`src/rtl/multi_cycle_control_unit_if.sv`:
```
// Control-unit bundle: opcode/flag inputs from the datapath, state-gated strobes and
// decode controls back to it, plus FSM state, halt flag and retired-instruction count.
interface multi_cycle_control_unit_if #(
  parameter int unsigned COUNT_W = 16
);
  logic [5:0]         op;
  logic               zero;
  logic               PCWre;
  logic               InsMemRW;
  logic               IRWre;
  logic               ExtSel;
  logic               RegWre;
  logic               RegOut;
  logic               ALUSrcB;
  logic               ALUM2Reg;
  logic               DataMemRW;
  logic [1:0]         PCSrc;
  logic [2:0]         ALUOp;
  logic [2:0]         state;
  logic               halted;
  logic [COUNT_W-1:0] instr_count;

  modport slave (
    input  op, zero,
    output PCWre, InsMemRW, IRWre, ExtSel, RegWre, RegOut, ALUSrcB, ALUM2Reg,
           DataMemRW, PCSrc, ALUOp, state, halted, instr_count
  );

  modport master (
    output op, zero,
    input  PCWre, InsMemRW, IRWre, ExtSel, RegWre, RegOut, ALUSrcB, ALUM2Reg,
           DataMemRW, PCSrc, ALUOp, state, halted, instr_count
  );
endinterface

```
`src/rtl/multi_cycle_control_unit.sv`:
```
// Multi-cycle CPU control FSM: walks IF/ID/EXE/MEM/WB per instruction, gates PC/IR/RF/DM
// strobes by state, decodes opcode-only controls and counts retired instructions.
module multi_cycle_control_unit #(
  parameter int unsigned COUNT_W = 16,
  parameter logic [5:0]  HALT_OP = 6'b111111
) (
  input  logic                     clk,
  input  logic                     reset,
  multi_cycle_control_unit_if.slave bus
);

  typedef enum logic [2:0] {
    S_IF   = 3'b000,
    S_ID   = 3'b001,
    S_EXE  = 3'b010,
    S_MEM  = 3'b011,
    S_WB   = 3'b100,
    S_HALT = 3'b101
  } state_t;

  localparam logic [5:0] OP_ADD  = 6'b000000;
  localparam logic [5:0] OP_SUB  = 6'b000001;
  localparam logic [5:0] OP_ADDI = 6'b000010;
  localparam logic [5:0] OP_OR   = 6'b010000;
  localparam logic [5:0] OP_AND  = 6'b010001;
  localparam logic [5:0] OP_ORI  = 6'b010010;
  localparam logic [5:0] OP_SLT  = 6'b100111;
  localparam logic [5:0] OP_SW   = 6'b110000;
  localparam logic [5:0] OP_LW   = 6'b110001;
  localparam logic [5:0] OP_BEQ  = 6'b110100;
  localparam logic [5:0] OP_J    = 6'b111000;

  state_t             state_q, state_d;
  logic [COUNT_W-1:0] count_q, count_d;

  logic       is_alu_s, is_lw_s, is_sw_s, is_beq_s, is_j_s, is_halt_s, is_nop_s;
  logic       ext_sel_s, alu_src_b_s, reg_out_s, alu_m2reg_s;
  logic [2:0] alu_op_s;
  logic       pc_wre_s, ins_mem_rw_s, ir_wre_s, reg_wre_s, data_mem_rw_s, halted_s;
  logic [1:0] pc_src_s;

  // Opcode classification and state-independent datapath controls.
  always_comb begin
    is_alu_s    = 1'b0;
    is_lw_s     = 1'b0;
    is_sw_s     = 1'b0;
    is_beq_s    = 1'b0;
    is_j_s      = 1'b0;
    ext_sel_s   = 1'b0;
    alu_src_b_s = 1'b0;
    reg_out_s   = 1'b0;
    alu_m2reg_s = 1'b0;
    alu_op_s    = 3'b000;
    is_halt_s   = (bus.op == HALT_OP);
    case (bus.op)
      OP_ADD:  begin is_alu_s = 1'b1; reg_out_s = 1'b1; alu_op_s = 3'b000; end
      OP_SUB:  begin is_alu_s = 1'b1; reg_out_s = 1'b1; alu_op_s = 3'b001; end
      OP_ADDI: begin is_alu_s = 1'b1; ext_sel_s = 1'b1; alu_src_b_s = 1'b1; alu_op_s = 3'b000; end
      OP_OR:   begin is_alu_s = 1'b1; reg_out_s = 1'b1; alu_op_s = 3'b011; end
      OP_AND:  begin is_alu_s = 1'b1; reg_out_s = 1'b1; alu_op_s = 3'b100; end
      OP_ORI:  begin is_alu_s = 1'b1; alu_src_b_s = 1'b1; alu_op_s = 3'b011; end
      OP_SLT:  begin is_alu_s = 1'b1; reg_out_s = 1'b1; alu_op_s = 3'b110; end
      OP_SW:   begin is_sw_s = 1'b1; ext_sel_s = 1'b1; alu_src_b_s = 1'b1; alu_op_s = 3'b000; end
      OP_LW:   begin
        is_lw_s     = 1'b1;
        ext_sel_s   = 1'b1;
        alu_src_b_s = 1'b1;
        alu_m2reg_s = 1'b1;
        alu_op_s    = 3'b000;
      end
      OP_BEQ:  begin is_beq_s = 1'b1; ext_sel_s = 1'b1; alu_op_s = 3'b001; end
      OP_J:    begin is_j_s = 1'b1; end
      default: begin is_alu_s = 1'b0; end
    endcase
    is_nop_s = ~(is_alu_s | is_lw_s | is_sw_s | is_beq_s | is_j_s | is_halt_s);
  end

  // Next-state and state-gated strobes; PCSrc only departs from 00 alongside PCWre.
  always_comb begin
    state_d       = state_q;
    pc_wre_s      = 1'b0;
    pc_src_s      = 2'b00;
    ins_mem_rw_s  = 1'b0;
    ir_wre_s      = 1'b0;
    reg_wre_s     = 1'b0;
    data_mem_rw_s = 1'b0;
    halted_s      = 1'b0;
    case (state_q)
      S_IF: begin
        ins_mem_rw_s = 1'b1;
        ir_wre_s     = 1'b1;
        state_d      = S_ID;
      end
      S_ID: begin
        if (is_halt_s) begin
          state_d = S_HALT;
        end else if (is_j_s) begin
          pc_wre_s = 1'b1;
          pc_src_s = 2'b10;
          state_d  = S_IF;
        end else if (is_nop_s) begin
          pc_wre_s = 1'b1;
          state_d  = S_IF;
        end else begin
          state_d = S_EXE;
        end
      end
      S_EXE: begin
        if (is_beq_s) begin
          pc_wre_s = 1'b1;
          pc_src_s = bus.zero ? 2'b01 : 2'b00;
          state_d  = S_IF;
        end else if (is_lw_s || is_sw_s) begin
          state_d = S_MEM;
        end else begin
          state_d = S_WB;
        end
      end
      S_MEM: begin
        if (is_sw_s) begin
          data_mem_rw_s = 1'b1;
          pc_wre_s      = 1'b1;
          state_d       = S_IF;
        end else begin
          state_d = S_WB;
        end
      end
      S_WB: begin
        reg_wre_s = 1'b1;
        pc_wre_s  = 1'b1;
        state_d   = S_IF;
      end
      S_HALT: begin
        halted_s = 1'b1;
        state_d  = S_HALT;
      end
      default: begin
        state_d = S_IF;
      end
    endcase
  end

  // Retired-instruction counter advances with every PC write and wraps naturally.
  always_comb begin
    if (pc_wre_s) begin
      count_d = count_q + {{(COUNT_W-1){1'b0}}, 1'b1};
    end else begin
      count_d = count_q;
    end
  end

  // State and counter registers.
  always_ff @(posedge clk or posedge reset) begin
    if (reset) begin
      state_q <= S_IF;
      count_q <= {COUNT_W{1'b0}};
    end else begin
      state_q <= state_d;
      count_q <= count_d;
    end
  end

  assign bus.PCWre       = pc_wre_s;
  assign bus.PCSrc       = pc_src_s;
  assign bus.InsMemRW    = ins_mem_rw_s;
  assign bus.IRWre       = ir_wre_s;
  assign bus.RegWre      = reg_wre_s;
  assign bus.DataMemRW   = data_mem_rw_s;
  assign bus.halted      = halted_s;
  assign bus.ExtSel      = ext_sel_s;
  assign bus.ALUSrcB     = alu_src_b_s;
  assign bus.RegOut      = reg_out_s;
  assign bus.ALUM2Reg    = alu_m2reg_s;
  assign bus.ALUOp       = alu_op_s;
  assign bus.state       = state_q;
  assign bus.instr_count = count_q;

endmodule
```
`src/flat_wrapper.sv`:
```
// flat-port wrapper written by rule: the top's interface ports become plain ports
module multi_cycle_control_unit_flat 
#(
  parameter int unsigned COUNT_W = 16,
  parameter logic [5:0]  HALT_OP = 6'b111111
)
  (clk, reset, bus_op, bus_zero, bus_PCWre, bus_InsMemRW, bus_IRWre, bus_ExtSel, bus_RegWre, bus_RegOut, bus_ALUSrcB, bus_ALUM2Reg, bus_DataMemRW, bus_PCSrc, bus_ALUOp, bus_state, bus_halted, bus_instr_count);
  multi_cycle_control_unit_if #(.COUNT_W(COUNT_W)) bus_i ();
  input  logic clk;
  input  logic reset;
  input wire logic [$bits(bus_i.op)-1:0] bus_op;
  input wire logic [$bits(bus_i.zero)-1:0] bus_zero;
  output wire logic [$bits(bus_i.PCWre)-1:0] bus_PCWre;
  output wire logic [$bits(bus_i.InsMemRW)-1:0] bus_InsMemRW;
  output wire logic [$bits(bus_i.IRWre)-1:0] bus_IRWre;
  output wire logic [$bits(bus_i.ExtSel)-1:0] bus_ExtSel;
  output wire logic [$bits(bus_i.RegWre)-1:0] bus_RegWre;
  output wire logic [$bits(bus_i.RegOut)-1:0] bus_RegOut;
  output wire logic [$bits(bus_i.ALUSrcB)-1:0] bus_ALUSrcB;
  output wire logic [$bits(bus_i.ALUM2Reg)-1:0] bus_ALUM2Reg;
  output wire logic [$bits(bus_i.DataMemRW)-1:0] bus_DataMemRW;
  output wire logic [$bits(bus_i.PCSrc)-1:0] bus_PCSrc;
  output wire logic [$bits(bus_i.ALUOp)-1:0] bus_ALUOp;
  output wire logic [$bits(bus_i.state)-1:0] bus_state;
  output wire logic [$bits(bus_i.halted)-1:0] bus_halted;
  output wire logic [$bits(bus_i.instr_count)-1:0] bus_instr_count;
  assign bus_i.op = bus_op;
  assign bus_i.zero = bus_zero;
  assign bus_PCWre = bus_i.PCWre;
  assign bus_InsMemRW = bus_i.InsMemRW;
  assign bus_IRWre = bus_i.IRWre;
  assign bus_ExtSel = bus_i.ExtSel;
  assign bus_RegWre = bus_i.RegWre;
  assign bus_RegOut = bus_i.RegOut;
  assign bus_ALUSrcB = bus_i.ALUSrcB;
  assign bus_ALUM2Reg = bus_i.ALUM2Reg;
  assign bus_DataMemRW = bus_i.DataMemRW;
  assign bus_PCSrc = bus_i.PCSrc;
  assign bus_ALUOp = bus_i.ALUOp;
  assign bus_state = bus_i.state;
  assign bus_halted = bus_i.halted;
  assign bus_instr_count = bus_i.instr_count;
  multi_cycle_control_unit #(.COUNT_W(COUNT_W), .HALT_OP(HALT_OP)) u_core (.clk(clk), .reset(reset), .bus(bus_i));
endmodule
```
`config.mk`:
```
export PLATFORM = sky130hd
export DESIGN_NAME = multi_cycle_control_unit_flat
export DESIGN_NICKNAME = d
export VERILOG_FILES = /design/src/rtl/multi_cycle_control_unit_if.sv /design/src/rtl/multi_cycle_control_unit.sv /design/src/flat_wrapper.sv
export SDC_FILE = /design/constraint.sdc
export NUM_CORES = 1
export LEC_CHECK = 0
export ABC_AREA = 0
export BUFFER_PORTS_ARGS = -buffer_cell sky130_fd_sc_hd__buf_2
export CORE_ASPECT_RATIO = 0.75
export CORE_MARGIN = 2
export CORE_UTILIZATION = 40
export CTS_CLUSTER_DIAMETER = 120
export DETAILED_ROUTE_END_ITERATION = 12
export PLACE_DENSITY = 0.67
export RECOVER_POWER = 25
export SYNTH_ARGS = -nofsm -noshare
export SYNTH_HDL_FRONTEND = slang
export SYNTH_SLANG_ARGS = --single-unit
```
`constraint.sdc`:
```
create_clock -name clk -period 2.1 [get_ports clk]
set_input_delay 0.315 -clock clk [delete_from_list [all_inputs] [get_ports clk]]
set_output_delay 0.315 -clock clk [all_outputs]
set_load 0.01 [all_outputs]
```
==> results of run 1 <==
[layout by cell type, fill, tap and decap left out, types with 2 or more instances in the layout]
master,count
nand3_1,9
and3_1,2
clkbuf_8,3
a211oi_1,2
nand2_1,15
dfrtp_1,19
and2b_2,3
xor2_1,15
nor3_1,7
a21boi_1,2
inv_1,7
nor3b_1,3
a211oi_2,3
buf_2,42
buf_4,10
nor2_1,10
a21oi_1,13
o21ai_0,3
a32oi_1,2
or3_1,3
[worst max-delay path, cell delays in order (launching register included)]
cell and delay (ns):
dfrtp_1 0.38, buf_4 0.16, and2b_2 0.22, o311a_1 0.23, nor4b_1 0.25, buf_2 0.18
[report_power, final]
group / internal [W] / total (W) / leakage (nW) / switching [W]
combinational: 0.000348 / 0.000778 / 0.584 / 0.000430
sequential: 0.000451 / 0.000567 / 0.246 / 0.000116
clock: 0.000135 / 0.000253 / 0.0228 / 0.000119
total: 0.000934 / 0.00160 / 0.853 / 0.000665
[through the flow]
stage,total power (W),setup slack (ns)
after global routing,0.00172,0.0301
final,0.00160,0.121
after CTS,0.00155,0.0503
after global placement,0.00126,0.0399
after detailed placement,0.00127,-0.0232
after floorplan,0.00107,0.318
[registers in the layout, summed over array words and instances, names as in the netlist]
register	cells
u_core.bus.instr_count	16
u_core.bus.state	3
[logic make-up after synthesis]
kind of cell               count (synthesis)  synth area share [%]
adders and majority gates                  1                 0.907
muxes                                      1                 0.817
xor gates and xnor gates                  16                  10.2
DFF                                       19                  34.5
buffers and inverters                     16                  7.26
AOI/OAI and AO/OA                         33                  19.1
and+or+nand+nor                           64                  27.3
[timing repair]
item | in CTS | in global routing
hold buffers | 0 | 0
pin swaps | 1 | 0
endpoints found under the setup margin | 1 | 1
buffers inserted | 1 | 3
resized for setup | 1 | 1
cloned | 0 | 0
hold endpoints to repair | 0 | 0
[layout make-up]
type	count	area (µm²)
Clock buffer	4	45.0
Fill cell	322	1590
Inverter	7	26.3
Multi-Input combinational cell	115	813
Sequential cell	19	475
Tap cell	40	50.0
Timing Repair Buffer	52	285
[routing by layer]
layer / share of wire (%) / vias to the layer above
li1: - / 629
met1: 49 / 606
met2: 45 / 35
met3: 5.0 / 2
met4: 0.60 / 0
met5: 0 / -
[how the worst max path moves through the flow]
stage                        start  depth (start not counted)                   endpoint  slack, ns
5_1_grt        u_core.bus.state[1]                          5               bus_PCSrc[1]       0.03
2_1_floorplan  u_core.bus.state[0]                          5  u_core.bus.instr_count[1]       0.32
6_report       u_core.bus.state[1]                          5               bus_PCSrc[1]       0.12
3_5_place_dp             bus_op[1]                          6                  bus_PCWre      -0.02
4_1_cts        u_core.bus.state[1]                          6                  bus_PCWre       0.05
3_3_place_gp             bus_op[1]                          6                  bus_PCWre       0.04
==> report_table.html, run 1 <==
<table>
<tr><th>Metric</th><th>Value</th></tr>
<tr><th colspan="2">Status</th></tr>
<tr><td>Status</td><td>complete, no violations</td></tr>
<tr><th colspan="2">Timing</th></tr>
<tr><td>Final critical delay including setup and external delays</td><td>1.98 ns</td></tr>
<tr><td>Setup violation total in the final timing report</td><td>0</td></tr>
<tr><td>Endpoints failing hold</td><td>0</td></tr>
<tr><td>Worst rel slew slack</td><td>51.3%</td></tr>
<tr><td>Worst hold margin</td><td>approximately 0.17 ns</td></tr>
<tr><td>Final Cycle Share</td><td>between 90% and 100%</td></tr>
<tr><td>Peak clock frequency supported by timing</td><td>between 0.5 and 0.6 GHz</td></tr>
<tr><td>Setup Skew</td><td>between 0.002 and 0.003 ns</td></tr>
<tr><td>Worst-Margin Slew</td><td>roughly 0.73 ns</td></tr>
<tr><td>Final max-slew violation count</td><td>0</td></tr>
<tr><td>RSZ-0062 raised after global routing</td><td>false</td></tr>
<tr><td>TNS Setup</td><td>0 ns</td></tr>
<tr><th colspan="2">Yosys</th></tr>
<tr><td>Syn Area/Cell</td><td>~9 µm²</td></tr>
<tr><td>Fraction of post-synthesis cell area in the top cell type by area</td><td>34.5%</td></tr>
<tr><td>Number of synthesized flops with an enable pin</td><td>0</td></tr>
<tr><td>Post-synthesis cell area</td><td>between 1000 and 1500 µm²</td></tr>
<tr><td>Sequential share of the synthesized area</td><td>between 30% and 40%</td></tr>
<tr><td>Synth area leader</td><td>dfrtp_1</td></tr>
<tr><td>Mapped Nets</td><td>between 150 and 200</td></tr>
<tr><td>Number of synthesized register bits</td><td>19</td></tr>
<tr><td>Synth top cells by count</td><td>19 x dfrtp_1, 16 x nand2_1, 15 x xor2_1</td></tr>
<tr><td>Fraction of registers with async set/reset</td><td>between 90% and 100%</td></tr>
<tr><td>Yosys synthesis warning count</td><td>0</td></tr>
<tr><td>Area contributors post-synth</td><td>dfrtp_1 34%, xor2_1 9.5%, a21oi_1 4.7%, nand2_1 4.4%, nand3_1 3.3%</td></tr>
<tr><td>Most frequently used cell type in the post-synthesis netlist</td><td>dfrtp_1</td></tr>
<tr><td>Synthesized netlist cell count</td><td>150</td></tr>
<tr><td>Main flop type after synthesis</td><td>dfrtp_1</td></tr>
<tr><td>Number of distinct library cells after synthesis</td><td>between 40 and 50</td></tr>
<tr><th colspan="2">Die</th></tr>
<tr><td>IO Pins</td><td>43</td></tr>
<tr><td>Effective utilization at floorplan</td><td>between 40% and 50%</td></tr>
<tr><td>Number of rows in the core area</td><td>18</td></tr>
<tr><td>Die Footprint</td><td>~4000 µm²</td></tr>
<tr><td>Core Box Area</td><td>about 3300 µm²</td></tr>
<tr><td>Die outline width</td><td>between 70 and 80 µm</td></tr>
<tr><td>Vertical die dimension</td><td>about 55 µm</td></tr>
<tr><th colspan="2">Worst setup path</th></tr>
<tr><td>Worst EP required</td><td>~1.8 ns</td></tr>
<tr><td>Worst Setup End Kind</td><td>primary output</td></tr>
<tr><td>FF-to-FF path depth</td><td>6</td></tr>
<tr><td>Nature of the critical path startpoint</td><td>register</td></tr>
<tr><td>Startpoint of the most critical register-to-register path</td><td>u_core.bus.state[2]</td></tr>
<tr><td>Critical Setup Path Class</td><td>reg -&gt; out</td></tr>
<tr><td>Critical Path AT</td><td>around 1.7 ns</td></tr>
<tr><td>Worst reg-to-reg setup slack</td><td>approximately 0.17 ns</td></tr>
<tr><td>End of the worst register-to-register path</td><td>u_core.bus.instr_count[9]</td></tr>
<tr><td>Critical Path Fanout Max</td><td>8</td></tr>
<tr><th colspan="2">Clock tree</th></tr>
<tr><td>Clock latency of the later-clocked register in the worst-skew pair</td><td>roughly 0.25 ns</td></tr>
<tr><td>CTS Buffer Depth</td><td>2</td></tr>
<tr><td>Clock H-tree levels</td><td>1</td></tr>
<tr><td>CTS clock-pin slew for the worst setup and hold paths</td><td>~0.07 ns</td></tr>
<tr><td>Buffer type at the clock tree root</td><td>clkbuf_8</td></tr>
<tr><td>CTS tree</td><td>built</td></tr>
<tr><td>Num Clock Sinks</td><td>19</td></tr>
<tr><td>CTS buffer count</td><td>3</td></tr>
<tr><th colspan="2">Route</th></tr>
<tr><td>Starting DRC count in detailed routing</td><td>65</td></tr>
<tr><td>DRC Markers</td><td>0</td></tr>
<tr><td>TritonRoute pass-1 iters</td><td>4</td></tr>
<tr><td>DR vias</td><td>1272</td></tr>
<tr><td>Remaining number of nets flagged by the antenna check after routing</td><td>0</td></tr>
<tr><td>DR vias/cell</td><td>5.37</td></tr>
<tr><td>Wire length reported by the detailed router</td><td>3.15 mm</td></tr>
<tr><td>Wire length per cell</td><td>between 10 and 15 µm</td></tr>
<tr><th colspan="2">Final layout</th></tr>
<tr><td>Number of antenna repair diodes</td><td>0</td></tr>
<tr><td>Fraction of final layout cells with drive strength greater than 1</td><td>about 38%</td></tr>
<tr><td>Final cell count without fillers</td><td>237</td></tr>
<tr><td>Core occupancy in the finished layout</td><td>around half</td></tr>
<tr><td>Post-Layout Inst Area</td><td>~1700 µm²</td></tr>
<tr><td>Synth-to-Final Area Change</td><td>23.0%</td></tr>
<tr><td>Net count, final</td><td>around 210</td></tr>
<tr><th colspan="2">Global route</th></tr>
<tr><td>Aggregate global routing overflow</td><td>0</td></tr>
<tr><td>Largest net degree at the start of global routing</td><td>20</td></tr>
<tr><td>Global routing usage summed across all routing layers</td><td>around 16%</td></tr>
<tr><td>First-pass GRT wire length</td><td>between 5 and 6 mm</td></tr>
<tr><td>Initial antenna violation count</td><td>0</td></tr>
<tr><td>Global routing's busiest layer</td><td>met2</td></tr>
<tr><td>Met2 track demand over resource in global routing</td><td>between 20% and 30%</td></tr>
<tr><td>Met1 usage in global routing</td><td>between 20% and 30%</td></tr>
<tr><td>Met3 capacity usage during global routing</td><td>under 10%</td></tr>
<tr><td>Vias in the first global route</td><td>around 1100</td></tr>
<tr><th colspan="2">Power</th></tr>
<tr><td>Total power divided by cell area</td><td>943 nW/µm²</td></tr>
<tr><td>Standby leakage power</td><td>approximately 0.85 nW</td></tr>
<tr><td>Maximum vdd drop</td><td>slightly above 0.0006 V</td></tr>
<tr><th colspan="2">Job</th></tr>
<tr><td>Count of maximum capacitance violations</td><td>0</td></tr>
<tr><th colspan="2">Placed design</th></tr>
<tr><td>Port buffer count</td><td>between 40 and 50</td></tr>
<tr><td>Detailed Place HPWL</td><td>2.34 mm</td></tr>
<tr><td>Placed cell areas</td><td>1610 µm²</td></tr>
<tr><td>Placer Congestion</td><td>0.915</td></tr>
<tr><td>Total placed cells including tap cells</td><td>~230</td></tr>
<tr><th colspan="2">Min path</th></tr>
<tr><td>Min-Delay Path Class</td><td>in -&gt; async</td></tr>
</table>
No activity file was read; power rests on OpenSTA's default activity.
==> inputs of run 2 (changes only) <==
--- a/config.mk
+++ b/config.mk
@@ -13,7 +13,7 @@
 export CTS_CLUSTER_DIAMETER = 120
 export DETAILED_ROUTE_END_ITERATION = 12
 export PLACE_DENSITY = 0.67
-export RECOVER_POWER = 25
+export RECOVER_POWER = 100
 export SYNTH_ARGS = -nofsm -noshare
 export SYNTH_HDL_FRONTEND = slang
 export SYNTH_SLANG_ARGS = --single-unit
==> report_table.html, run 2 (synthesis gave the netlist of run 1 again) <==
<table>
<tr><th>Metric</th><th>Value</th></tr>
<tr><th colspan="2">Status</th></tr>
<tr><td>Status</td><td>complete, no violations</td></tr>
<tr><th colspan="2">Final layout</th></tr>
<tr><td>Fraction of final layout cells with drive strength greater than 1</td><td>18.8% (-19 points)</td></tr>
<tr><td>Most common cell after layout, fill and taps aside</td><td>clkbuf_1</td></tr>
<tr><td>Final cell count without fillers</td><td>237 (unchanged)</td></tr>
<tr><td>Net count, final</td><td>208 (unchanged)</td></tr>
<tr><td>Commonest cells after routing, fill and taps aside</td><td>33 x clkbuf_1, 19 x dfrtp_1, 16 x nand2_1</td></tr>
<tr><td>Synth-to-Final Area Change</td><td>18.4%</td></tr>
<tr><td>Flip-flop count of the largest register after layout</td><td>16 (unchanged)</td></tr>
<tr><td>Number of antenna repair diodes</td><td>0 (unchanged)</td></tr>
<tr><td>Post-Layout Inst Area</td><td>1630 µm² (-3.7%)</td></tr>
<tr><th colspan="2">Clock tree</th></tr>
<tr><td>Num Clock Sinks</td><td>19 (unchanged)</td></tr>
<tr><td>CTS clock-pin slew for the worst setup and hold paths</td><td>0.07 ns (about the same)</td></tr>
<tr><td>Post-cts hold buffer count</td><td>0 (unchanged)</td></tr>
<tr><td>Clock latency of the later-clocked register in the worst-skew pair</td><td>0.26 ns (about the same)</td></tr>
<tr><td>CTS buffer count</td><td>3 (unchanged)</td></tr>
<tr><td>CTS tree</td><td>built</td></tr>
<tr><td>Clock H-tree levels</td><td>1 (unchanged)</td></tr>
<tr><td>Buffer type at the clock tree root</td><td>clkbuf_8</td></tr>
<tr><td>CTS Buffer Depth</td><td>2 (unchanged)</td></tr>
<tr><th colspan="2">Timing</th></tr>
<tr><td>Final critical delay including setup and external delays</td><td>2.00 ns (+0.0166 ns)</td></tr>
<tr><td>Setup violation total in the final timing report</td><td>0 (unchanged)</td></tr>
<tr><td>Worst-Margin Slew</td><td>0.728 ns (-0.00203 ns)</td></tr>
<tr><td>TNS Setup</td><td>0 ns (unchanged)</td></tr>
<tr><td>Peak clock frequency supported by timing</td><td>0.501 GHz (-0.83%)</td></tr>
<tr><td>RSZ-0062 raised after global routing</td><td>false</td></tr>
<tr><td>Final max-slew violation count</td><td>0 (unchanged)</td></tr>
<tr><td>Final Cycle Share</td><td>95.0% (+0.79 points)</td></tr>
<tr><td>Setup Skew</td><td>0.00442 ns (+0.00170 ns)</td></tr>
<tr><td>Worst hold margin</td><td>0.167 ns (-0.00166 ns)</td></tr>
<tr><td>Endpoints failing hold</td><td>0 (unchanged)</td></tr>
<tr><td>Worst rel slew slack</td><td>51.4% (+0.14 points)</td></tr>
<tr><th colspan="2">Route</th></tr>
<tr><td>TritonRoute pass-1 iters</td><td>4 (unchanged)</td></tr>
<tr><td>Remaining number of nets flagged by the antenna check after routing</td><td>0 (unchanged)</td></tr>
<tr><td>DRC Markers</td><td>0 (unchanged)</td></tr>
<tr><td>Wire length reported by the detailed router</td><td>3.14 mm (-0.16%)</td></tr>
<tr><td>Wire length per cell</td><td>13.3 µm (-0.16%)</td></tr>
<tr><td>DR vias</td><td>1282 (+0.79%)</td></tr>
<tr><td>DR vias/cell</td><td>5.41 (+0.79%)</td></tr>
<tr><td>Starting DRC count in detailed routing</td><td>82 (+26%)</td></tr>
<tr><th colspan="2">Worst setup path</th></tr>
<tr><td>Count of buffer and inverter cells on the critical path</td><td>3 (+1)</td></tr>
<tr><td>Worst Setup End Kind</td><td>primary output</td></tr>
<tr><td>Critical Path AT</td><td>1.68 ns (+0.02 ns)</td></tr>
<tr><td>Nature of the critical path startpoint</td><td>input port</td></tr>
<tr><td>Most prevalent standard cell on the critical path</td><td>nand2_1</td></tr>
<tr><td>Gate family responsible for the most delay along the worst path</td><td>buffers and inverters</td></tr>
<tr><td>Worst EP required</td><td>1.78 ns (about the same)</td></tr>
<tr><td>Biggest cell delay along the critical path</td><td>0.42 ns (+0.04 ns)</td></tr>
<tr><td>Critical Setup Path Class</td><td>in -&gt; out</td></tr>
<tr><td>Critical Path Fanout Max</td><td>8 (unchanged)</td></tr>
<tr><td>Cells along the critical path</td><td>buf_2 -&gt; clkbuf_1 -&gt; nand2_1 -&gt; o311a_1 -&gt; nand3_4 -&gt; nand2_1 -&gt; clkbuf_2</td></tr>
<tr><td>Crit-path slowest cell</td><td>o311a_1</td></tr>
<tr><th colspan="2">Placed design</th></tr>
<tr><td>Placed cell areas</td><td>1610 µm² (unchanged)</td></tr>
<tr><td>Detailed Place HPWL</td><td>2.34 mm (unchanged)</td></tr>
<tr><td>Port buffer count</td><td>42 (unchanged)</td></tr>
<tr><td>Placer Congestion</td><td>0.915 (unchanged)</td></tr>
<tr><td>Total placed cells including tap cells</td><td>229 (unchanged)</td></tr>
<tr><th colspan="2">Die</th></tr>
<tr><td>Effective utilization at floorplan</td><td>41.9% (unchanged)</td></tr>
<tr><td>Core Box Area</td><td>3290 µm² (unchanged)</td></tr>
<tr><td>Die outline width</td><td>71.8 µm (unchanged)</td></tr>
<tr><td>Die Footprint</td><td>3940 µm² (unchanged)</td></tr>
<tr><td>Vertical die dimension</td><td>54.8 µm (unchanged)</td></tr>
<tr><td>Number of rows in the core area</td><td>18 (unchanged)</td></tr>
<tr><td>IO Pins</td><td>43 (unchanged)</td></tr>
<tr><th colspan="2">Power</th></tr>
<tr><td>Total power of the final layout</td><td>0.00154 W (-3.6%)</td></tr>
<tr><td>Maximum vdd drop</td><td>0.000596 V (-3.6%)</td></tr>
<tr><td>Standby leakage power</td><td>0.729 nW (-14%)</td></tr>
<tr><td>Total power divided by cell area</td><td>944 nW/µm² (+0.12%)</td></tr>
<tr><th colspan="2">Global route</th></tr>
<tr><td>Global routing usage summed across all routing layers</td><td>16.5% (unchanged)</td></tr>
<tr><td>Initial antenna violation count</td><td>0 (unchanged)</td></tr>
<tr><td>Aggregate global routing overflow</td><td>0 (unchanged)</td></tr>
<tr><td>First-pass GRT wire length</td><td>5.12 mm (unchanged)</td></tr>
<tr><td>Vias in the first global route</td><td>1075 (unchanged)</td></tr>
<tr><td>Largest net degree at the start of global routing</td><td>20 (unchanged)</td></tr>
<tr><th colspan="2">Min path</th></tr>
<tr><td>Min-Delay Path Class</td><td>in -&gt; async</td></tr>
<tr><th colspan="2">Job</th></tr>
<tr><td>Count of maximum capacitance violations</td><td>0 (unchanged)</td></tr>
</table>
==> run 2: cell types whose count changed in the layout (fill, tap and decap cells not counted), moves of 2 or more <==
cell,before,now
a211oi_2,3,1
buf_4,10,7
a21boi_0,0,2
a21boi_1,2,0
buf_2,42,11
clkbuf_1,1,33
a211oi_1,2,4
==> run 2: report_power, final <==
group	internal [W]	total, W	switching (W)
sequential	0.000451	0.000567	0.000116
clock	0.000135	0.000252	0.000118
combinational	0.000300	0.000722	0.000422
==> run 2: repair_timing <==
action | 4_1_cts | 5_1_grt
setup endpoints to repair | 1 | 1
setup buffers | 1 | 3
gates resized for setup | 1 | 1
cloned | 0 | 0
pin swaps | 1 | 0
hold endpoints to repair | 0 | 0
==> run 2: area by class of cell <==
| type | instances | area [µm²] |
|---|---|---|
| fill | 342 | 1660 |
| inverter | 7 | 26.3 |
| tap | 40 | 50.0 |
| clock buffer | 4 | 45.0 |
| multi-input combinational | 115 | 796 |
| timing repair buffer | 52 | 240 |
| sequential | 19 | 475 |
==> run 2: worst paths after layout <==
path	from	to	slack [ns]	depth (start not counted)
worst min register to register	u_core.bus.instr_count[15]	u_core.bus.instr_count[15]	0.47	1
max in group asynchronous	reset	u_core.bus.state[0]	1.47	2
worst max-delay path	bus_op[0]	bus_PCWre	0.10	7
min in group clk	bus_op[2]	u_core.bus.state[2]	0.44	4
worst min-delay path	reset	u_core.bus.instr_count[2]	0.17	2
worst max register to register	u_core.bus.state[2]	u_core.bus.instr_count[9]	0.18	6
==> run 2: worst register-to-register path, delay by kind of cell, from the launching register on <==
family                    cells  cell delay, ns
AOI/OAI and AO/OA             2            0.50
buffers and inverters         1            0.21
and+or+nand+nor               2            0.54
DFF                           1            0.44
xor gates and xnor gates      1            0.16
==> run 2: per-stage QoR <==
step	setup WS, ns	util (%)
after CTS	0.0503	50.8
after floorplan	0.318	-
after detailed placement	-0.0232	49.0
final	0.104	49.7
after global placement	0.0399	49.0
after global routing	0.0186	49.7
==> run 2: per-layer routing <==
metal,up-vias,routed length [µm],GRT usage [%],part of all wire [%]
met3,2,186,2.95,5.9
met4,0,19,3.77,0.60
met2,44,1410,25.2,45
met1,607,1530,24.2,49
met5,-,0,0,0
li1,629,-,-,-
